--- config.mk ---
export PLATFORM = sky130hd
export DESIGN_NAME = sdio_bus_sequencer
export DESIGN_NICKNAME = d
export VERILOG_FILES = /design/src/rtl/sdio_bus_sequencer.sv
export SDC_FILE = /design/constraint.sdc
export NUM_CORES = 1
export LEC_CHECK = 0
export BUFFER_PORTS_ARGS = -buffer_cell sky130_fd_sc_hd__buf_2
export CAP_MARGIN = 25
export CORE_AREA = 2 2 49 51
export CTS_CLUSTER_SIZE = 28
export DETAILED_ROUTE_END_ITERATION = 10
export DIE_AREA = 0 0 51 53
export PLACE_DENSITY = 0.78
export SLEW_MARGIN = 40
export SYNTH_ARGS = -nofsm -noshare
export SYNTH_HDL_FRONTEND = slang
export SYNTH_SLANG_ARGS = --single-unit
--- constraint.sdc ---
create_clock -name C7M -period 2.59 [get_ports C7M]
set_input_delay 0.1295 -clock C7M [delete_from_list [all_inputs] [get_ports C7M]]
set_output_delay 0.1295 -clock C7M [all_outputs]
set_load 0.01 [all_outputs]
--- src/rtl/sdio_bus_sequencer.sv ---
// SDIO window bus-cycle sequencer on C7M: strobes the register/ROM block,
// inserts wait states, then acknowledges, errors on timeout, or aborts.
module sdio_bus_sequencer #(
  parameter int TIMEOUT_CYCLES = 255,
  parameter int TO_W           = 8
) (
  input  logic       C7M,
  input  logic       RESET_n,
  input  logic       SDIO_ACCESS,
  input  logic       RW_n,
  input  logic       AS_CPU_n,
  input  logic [2:0] WAIT_CFG,
  input  logic       SD_READY,
  output logic       ROM_OE_n,
  output logic       SD_WE_n,
  output logic       DTACK_n,
  output logic       BERR_n,
  output logic       BUSY
);

  typedef enum logic [2:0] {
    S_IDLE,
    S_WAIT,
    S_ACK,
    S_ERR,
    S_RECOVER
  } state_t;

  localparam logic [TO_W-1:0] TO_LAST = TO_W'(TIMEOUT_CYCLES - 1);

  state_t          state, state_d;
  logic [2:0]      wait_cnt, wait_d;
  logic [TO_W-1:0] to_cnt, to_d, to_inc;
  logic            rw_q, rw_d;
  logic            rom_d, we_d, dt_d, be_d, busy_d;

  assign to_inc = (to_cnt == '1) ? to_cnt : to_cnt + 1'b1;

  always_ff @(posedge C7M or negedge RESET_n) begin
    if (!RESET_n) begin
      state    <= S_IDLE;
      wait_cnt <= '0;
      to_cnt   <= '0;
      rw_q     <= 1'b1;
      ROM_OE_n <= 1'b1;
      SD_WE_n  <= 1'b1;
      DTACK_n  <= 1'b1;
      BERR_n   <= 1'b1;
      BUSY     <= 1'b0;
    end else begin
      state    <= state_d;
      wait_cnt <= wait_d;
      to_cnt   <= to_d;
      rw_q     <= rw_d;
      ROM_OE_n <= rom_d;
      SD_WE_n  <= we_d;
      DTACK_n  <= dt_d;
      BERR_n   <= be_d;
      BUSY     <= busy_d;
    end
  end

  always_comb begin
    state_d = state;
    wait_d  = wait_cnt;
    to_d    = to_cnt;
    rw_d    = rw_q;
    rom_d   = 1'b1;
    we_d    = 1'b1;
    dt_d    = 1'b1;
    be_d    = 1'b1;
    unique case (state)
      S_IDLE: begin
        if (SDIO_ACCESS) begin
          state_d = S_WAIT;
          rw_d    = RW_n;
          wait_d  = WAIT_CFG;
          to_d    = '0;
          rom_d   = ~RW_n;
          we_d    = RW_n;
        end
      end
      S_WAIT: begin
        // abort beats ack, ack beats timeout
        if (AS_CPU_n) begin
          state_d = S_RECOVER;
        end else if (wait_cnt != 3'd0) begin
          wait_d = wait_cnt - 3'd1;
          to_d   = to_inc;
          rom_d  = ~rw_q;
          we_d   = rw_q;
        end else if (SD_READY) begin
          state_d = S_ACK;
          rom_d   = ~rw_q;
          we_d    = rw_q;
          dt_d    = 1'b0;
        end else if (to_cnt >= TO_LAST) begin
          state_d = S_ERR;
          be_d    = 1'b0;
        end else begin
          to_d  = to_inc;
          rom_d = ~rw_q;
          we_d  = rw_q;
        end
      end
      S_ACK: begin
        if (AS_CPU_n) begin
          state_d = S_RECOVER;
        end else begin
          rom_d = ~rw_q;
          we_d  = rw_q;
          dt_d  = 1'b0;
        end
      end
      S_ERR: begin
        if (AS_CPU_n) state_d = S_RECOVER;
        else          be_d    = 1'b0;
      end
      S_RECOVER: state_d = S_IDLE;
      default:   state_d = S_IDLE;
    endcase
    busy_d = (state_d != S_IDLE);
  end

endmodule

=== Yosys cells after proc, flatten, opt, wreduce, memory -nomap -nowiden ===
Cells that the tools add are included.

* Register bits: 20
* Output and inout bits: 5
* Word-level logic and storage cells: 73

* Add/sub/neg operators: 2
* $lt $le $gt $ge: 1
* Equality and inequality tests: 9
* Multiplexer cells: 42
* Reduce and logical (&&, ||, !) cells: 8
* Bitwise gates (word level): 2

{| class="wikitable"
|+ Operators by type and width
! operator !! count
|-
| 8-bit two-way mux || 6
|-
| 3-bit two-way mux || 9
|-
| 1-bit two-way mux || 20
|-
| 8-bit case mux with 2 select lines || 1
|-
| 3-bit case mux with 3 select lines || 1
|-
| 8-bit by 1-bit adder with 8-bit output (second input constant) || 1
|-
| 8-bit equality test (second input constant) || 1
|-
| 8-bit >= comparator (second input constant) || 1
|-
| 3-bit by 2-bit equality test with 1-bit output (second input constant) || 2
|-
| 2-bit != test (second input constant) || 3
|-
| 3-bit != test (second input constant) || 2
|-
| 1-bit case mux with 3 select lines || 2
|-
| 3-bit case mux with 2 select lines || 1
|-
| 3-bit nonzero test || 2
|-
| 5-bit AND reduction || 1
|-
| 1-bit case mux with 2 select lines || 2
|-
| 4-bit AND reduction || 1
|-
| 3-bit by 1-bit equality test with 1-bit output (second input constant) || 1
|-
| 3-bit zero test || 1
|-
| 3-bit by 1-bit subtractor with 3-bit output (second input constant) || 1
|-
| 1-bit NOT || 2
|-
| 2-bit AND reduction || 1
|-
| 2-bit nonzero test || 1
|-
| 2-bit OR reduction || 1
|}

=== Longest topological paths before layout ===
* Word-level depth: 7
* Gate-level depth with buffers: 7
* Depth with buffers taken out: 7

=== Worst setup path before layout ===
Ideal clock, no wire load.

* Path type: reg-to-reg
* Start point: register state[2]
* End point: register to_cnt[7]
* Data required time: 2.463 ns
* Period minus slack after synthesis: 1.813 ns
* Buffers on the path: 1
* Stages on the path, launching flop included: 7
* Path slack: 0.777 ns
* Arrival: 1.687 ns
* Library setup time: 0.127 ns
* Cell sequence: dfrtp_1 buf_6 or4b_4 nor4b_4 o21ai_2 o211ai_2 o31ai_2

* Cells in the longest elaborated chain, start to end: 3

{| class="wikitable"
|+ RTL lines
! item !! RTL line !! source
|-
| start, declared || 31 || <nowiki>state_t state, state_d;</nowiki>
|-
| start signal, assigned || 51 || <nowiki>state <= state_d;</nowiki>
|-
| 3-bit by 1-bit equality test with 1-bit output or 3-bit zero test (tied branches) || 72 || <nowiki>unique case (state)</nowiki>
|-
| 3-bit != test (no line) (tied with other cells) || n/a ||
|-
| 5-bit AND reduction (no line) || n/a ||
|-
| end signal, assigned || 53 || <nowiki>to_cnt <= to_d;</nowiki>
|-
| end, declared || 33 || <nowiki>logic [TO_W-1:0] to_cnt, to_d, to_inc;</nowiki>
|}

Several ways; a longest one is shown, not always the timed one.
A chain may end at the register's enable or synchronous reset.

=== Worst setup path after layout ===
* Start point: register state[0]
* End point: register to_cnt[7]

The elaborated chain is that of the path after synthesis.

==> run_results.csv <==
group,metric,value,unit
status,result_of_the_run,"completed",
sta,setup_viol,0,
clock_network,cts-buffers-inserted,3,
min_path,worstHoldEndpoint,"wait_cnt[0]",
clock_network,clock_tree.htree_level_count,1,
placed_design,gp_routability_congestion,0.747,
worst_setup_path,crit_required,2.79,ns
worst_setup_path,worstPathArrival,2.21,ns
finish,final_layout_size_suffix_gt1_frac,0.271,
sta,post_layout_minimum_cycle_time,2.01,ns
route,drt_first_pass_iters,4,
global_routing,first_global_vias,873,
worst_setup_path,critical_path_class,"reg -> reg",
synthesis,synth_seq_area_share,0.444,
synthesis,netlist_area,1140,um2
global_routing,number_of_antenna_violations_at_the_first_check_in_global_routing,0,
synthesis,share_of_synthesized_cell_area_in_full_adder_half_adder_and_majority_cells,0.0438,
clock_network,cts_repair_resize_count,0,
floorplan,io_pins,14,
synthesis,synth.avg_cell_area,9.76,um2
synthesis,post_synth_and_or_nand_nor_area_fraction,0.268,
worst_setup_path,slowest_stage,"sky130_fd_sc_hd__dfrtp_1",
power_and_ir_drop,cellPowerDensity,836,nW/um2
synthesis,synth.area.mux_share,0.0186,
finish,final_common_cell,"sky130_fd_sc_hd__dfrtp_1",
global_routing,globalRouteTotalUtil,0.188,
finish,area_growth,10.8,%
synthesis,yosysWarningCount,0,
placed_design,post-dp-hpwl,1670,um
global_routing,global_route_wire_length_before_repair,3690,um
min_path,worstHoldPathType,"in -> reg",
route,drc,0,
power_and_ir_drop,p_total,1.06,mW
power_and_ir_drop,power.ir.vdd_worst,0.000664,V
finish,final_cell_mix,"sky130_fd_sc_hd__dfrtp_1 (15), sky130_fd_sc_hd__buf_2 (13), sky130_fd_sc_hd__nor2_1 (12)",
clock_network,clk_latency,0.31,ns
worst_setup_path,cp_max_fo,16,
synthesis,synth_xor_xnor_area_share,0.0307,
floorplan,die_width,51,um
route,detailed_route_wire_length_per_cell,13.8,um
finish,diodes,0,
power_and_ir_drop,cellLeakagePower,0.556,nW
sta,max_clock_freq,0.496,GHz
route,vias,898,
placed_design,cells_after_dpl,156,
clock_network,tritoncts,"yes",
synthesis,yosysUniqueCellTypes,43,
clock_network,postCtsSetupRepairBufs,0,
sta,report.final.hold_viol_count,0,
sta,max-slew-margin-rel,0.628,
route,routed_wl,2230,um
synthesis,synth_top_flop_cell,"sky130_fd_sc_hd__dfrtp_1",
worst_setup_path,regToRegSetupSlack,0.58,ns
min_path,holdCritStartpoint,"WAIT_CFG[0]",
worst_setup_path,max_stage_delay,0.63,ns
synthesis,synth_nets,130,
route,detail_route.iter0.violations,26,
clock_network,clock_path_buffers,2,
floorplan,die_height,53,um
clock_network,tritoncts_num_sinks,20,
worst_setup_path,cp_num_buf_inv,0,
job,max_cap_viol_count,0,
sta,fin_crit_share,0.778,
min_path,whs_path_depth,3,
floorplan,die_area,2700,um2
worst_setup_path,path_depth_of_the_worst_reg2reg_path,5,
synthesis,async_reset_ff_frac,1.00,
sta,final-max-slew-violation-count,0,
sta,grt_setup_unrepaired,"no",
route,via_per_inst,5.58,
synthesis,synth-seq-cells,20,
worst_setup_path,cp_top_family,"simple AND/OR/NAND/NOR gates",
worst_setup_path,r2r_start,"state[0]",
sta,clock_tree_skew_after_final_layout,0.00197,ns
worst_setup_path,critPathLaunchType,"flip-flop",
clock_network,clk_root_buffer_cell,"sky130_fd_sc_hd__clkbuf_4",
synthesis,synth_compound_gate_area_share,0.161,
placed_design,port-buffer-count,13,
synthesis,main_combinational_cell_family_by_area_after_synthesis,"simple AND/OR/NAND/NOR gates",
synthesis,synth_edf_count,0,
worst_setup_path,path_cells,"or4b_4 > nor4b_4 > o21ai_2 > o211ai_2 > o31ai_2",
sta,timing_worst_slew_pin_value,0.557,ns
clock_network,clk_transition_reported_paths,0.11,ns
floorplan,design.core.area,2150,um2
global_routing,grt_start_max_net_pins,21,
worst_setup_path,setup.worst_path.end_class,"flip-flop",
route,drtAntennaViolNets,0,
floorplan,placement_rows,17,
floorplan,start_util,0.532,
sta,final.setup.tns,0,ns
clock_network,hold_buffer_count_at_cts,1,
synthesis,synth_cells,117,
finish,layout.nets,147,
finish,number_of_non_filler_instances_in_the_completed_layout,161,
worst_setup_path,critical_register_to_register_path_endpoint,"to_cnt[7]",
global_routing,grt_remaining_overflow,0,
## layout make-up
| class | instances | area [um2] |
|---|---|---|
| Sequential cell | 20 | 507 |
| Clock buffer | 4 | 26.3 |
| Tap cell | 28 | 35.0 |
| Fill cell | 185 | 882 |
| Multi-Input combinational cell | 89 | 597 |
| Inverter | 5 | 18.8 |
| Timing Repair Buffer | 15 | 82.6 |
## worst min-delay path, stage by stage
cell                       delay, ns
sky130_fd_sc_hd__buf_2          0.07
sky130_fd_sc_hd__nand3_1        0.05
sky130_fd_sc_hd__o211ai_1       0.08
## cell usage after synthesis, types with 2 or more instances
library cell               number  share of area
sky130_fd_sc_hd__dfstp_2        5           0.12
sky130_fd_sc_hd__and3_1         3          0.016
sky130_fd_sc_hd__ha_1           4          0.044
sky130_fd_sc_hd__o211ai_1       4          0.026
sky130_fd_sc_hd__nand3b_1       2          0.013
sky130_fd_sc_hd__xor2_1         3          0.023
sky130_fd_sc_hd__nor2_1        12          0.039
sky130_fd_sc_hd__o21ai_0        7          0.031
sky130_fd_sc_hd__dfrtp_1       15           0.33
sky130_fd_sc_hd__a21oi_1        7          0.031
sky130_fd_sc_hd__inv_1          5          0.016
sky130_fd_sc_hd__nor3_1         3          0.013
sky130_fd_sc_hd__nand2_1       11          0.036
sky130_fd_sc_hd__nor3b_1        2          0.013
sky130_fd_sc_hd__nand3_1        5          0.022
sky130_fd_sc_hd__or2_2          2          0.011
## cell families (layout without fill, tap and decap cells)
logic type | Yosys count | count (layout)
XOR/XNOR | 4 | 4
AND/OR/NAND/NOR | 52 | 52
multiplexers | 2 | 2
AO/OA/AOI/OAI | 27 | 27
adder cells (fa/ha/maj) | 4 | 4
buffers and inverters | 8 | 24
flip-flops | 20 | 20
## worst max-delay path by stage
| stage | start | endpoint | slack (ns) | depth (start not counted) |
|---|---|---|---|---|
| global route | state[0] | wait_cnt[2] | 0.43 | 5 |
| finish | state[0] | to_cnt[7] | 0.58 | 5 |
| global placement | state[0] | to_cnt[7] | 0.66 | 5 |
| floorplan | state[2] | to_cnt[7] | 0.78 | 6 |
| CTS | state[0] | to_cnt[7] | 0.59 | 5 |
| detailed placement | state[0] | to_cnt[7] | 0.59 | 5 |
## registers in the layout (all words and copies together) (netlist names)
| name | flops |
|---|---|
| to_cnt | 8 |
| state | 3 |
| wait_cnt | 3 |
| BERR_n | 1 |
| BUSY | 1 |
| DTACK_n | 1 |
| ROM_OE_n | 1 |
| SD_WE_n | 1 |
| rw_q | 1 |
## routing by layer
layer  share of wire  track usage  wire, um
met1            0.45        0.223       999
met2            0.50        0.323      1110
met4           0.023       0.0991        51
met3           0.028       0.0339        63
met5               0            0         0
## power breakdown
group          leakage [nW]  switching (mW)  total (mW)  internal (mW)
logic                 0.292           0.232       0.415          0.183
clock network        0.0150          0.0966       0.157         0.0602
registers             0.249          0.0846       0.486          0.402
## per-stage QoR
step | utilization | hold slack, ns | cell area, um2 | setup slack [ns]
3_5_place_dp | 0.573 | 0.0953 | 1230 | 0.595
3_3_place_gp | 0.573 | 0.0876 | 1230 | 0.663
5_1_grt | 0.589 | 0.0601 | 1270 | 0.430
4_1_cts | 0.589 | 0.0640 | 1270 | 0.586
2_1_floorplan | - | -0.166 | 1140 | 0.777
6_report | 0.589 | 0.0621 | 1270 | 0.575
Power figures use the tool's default switching activity.
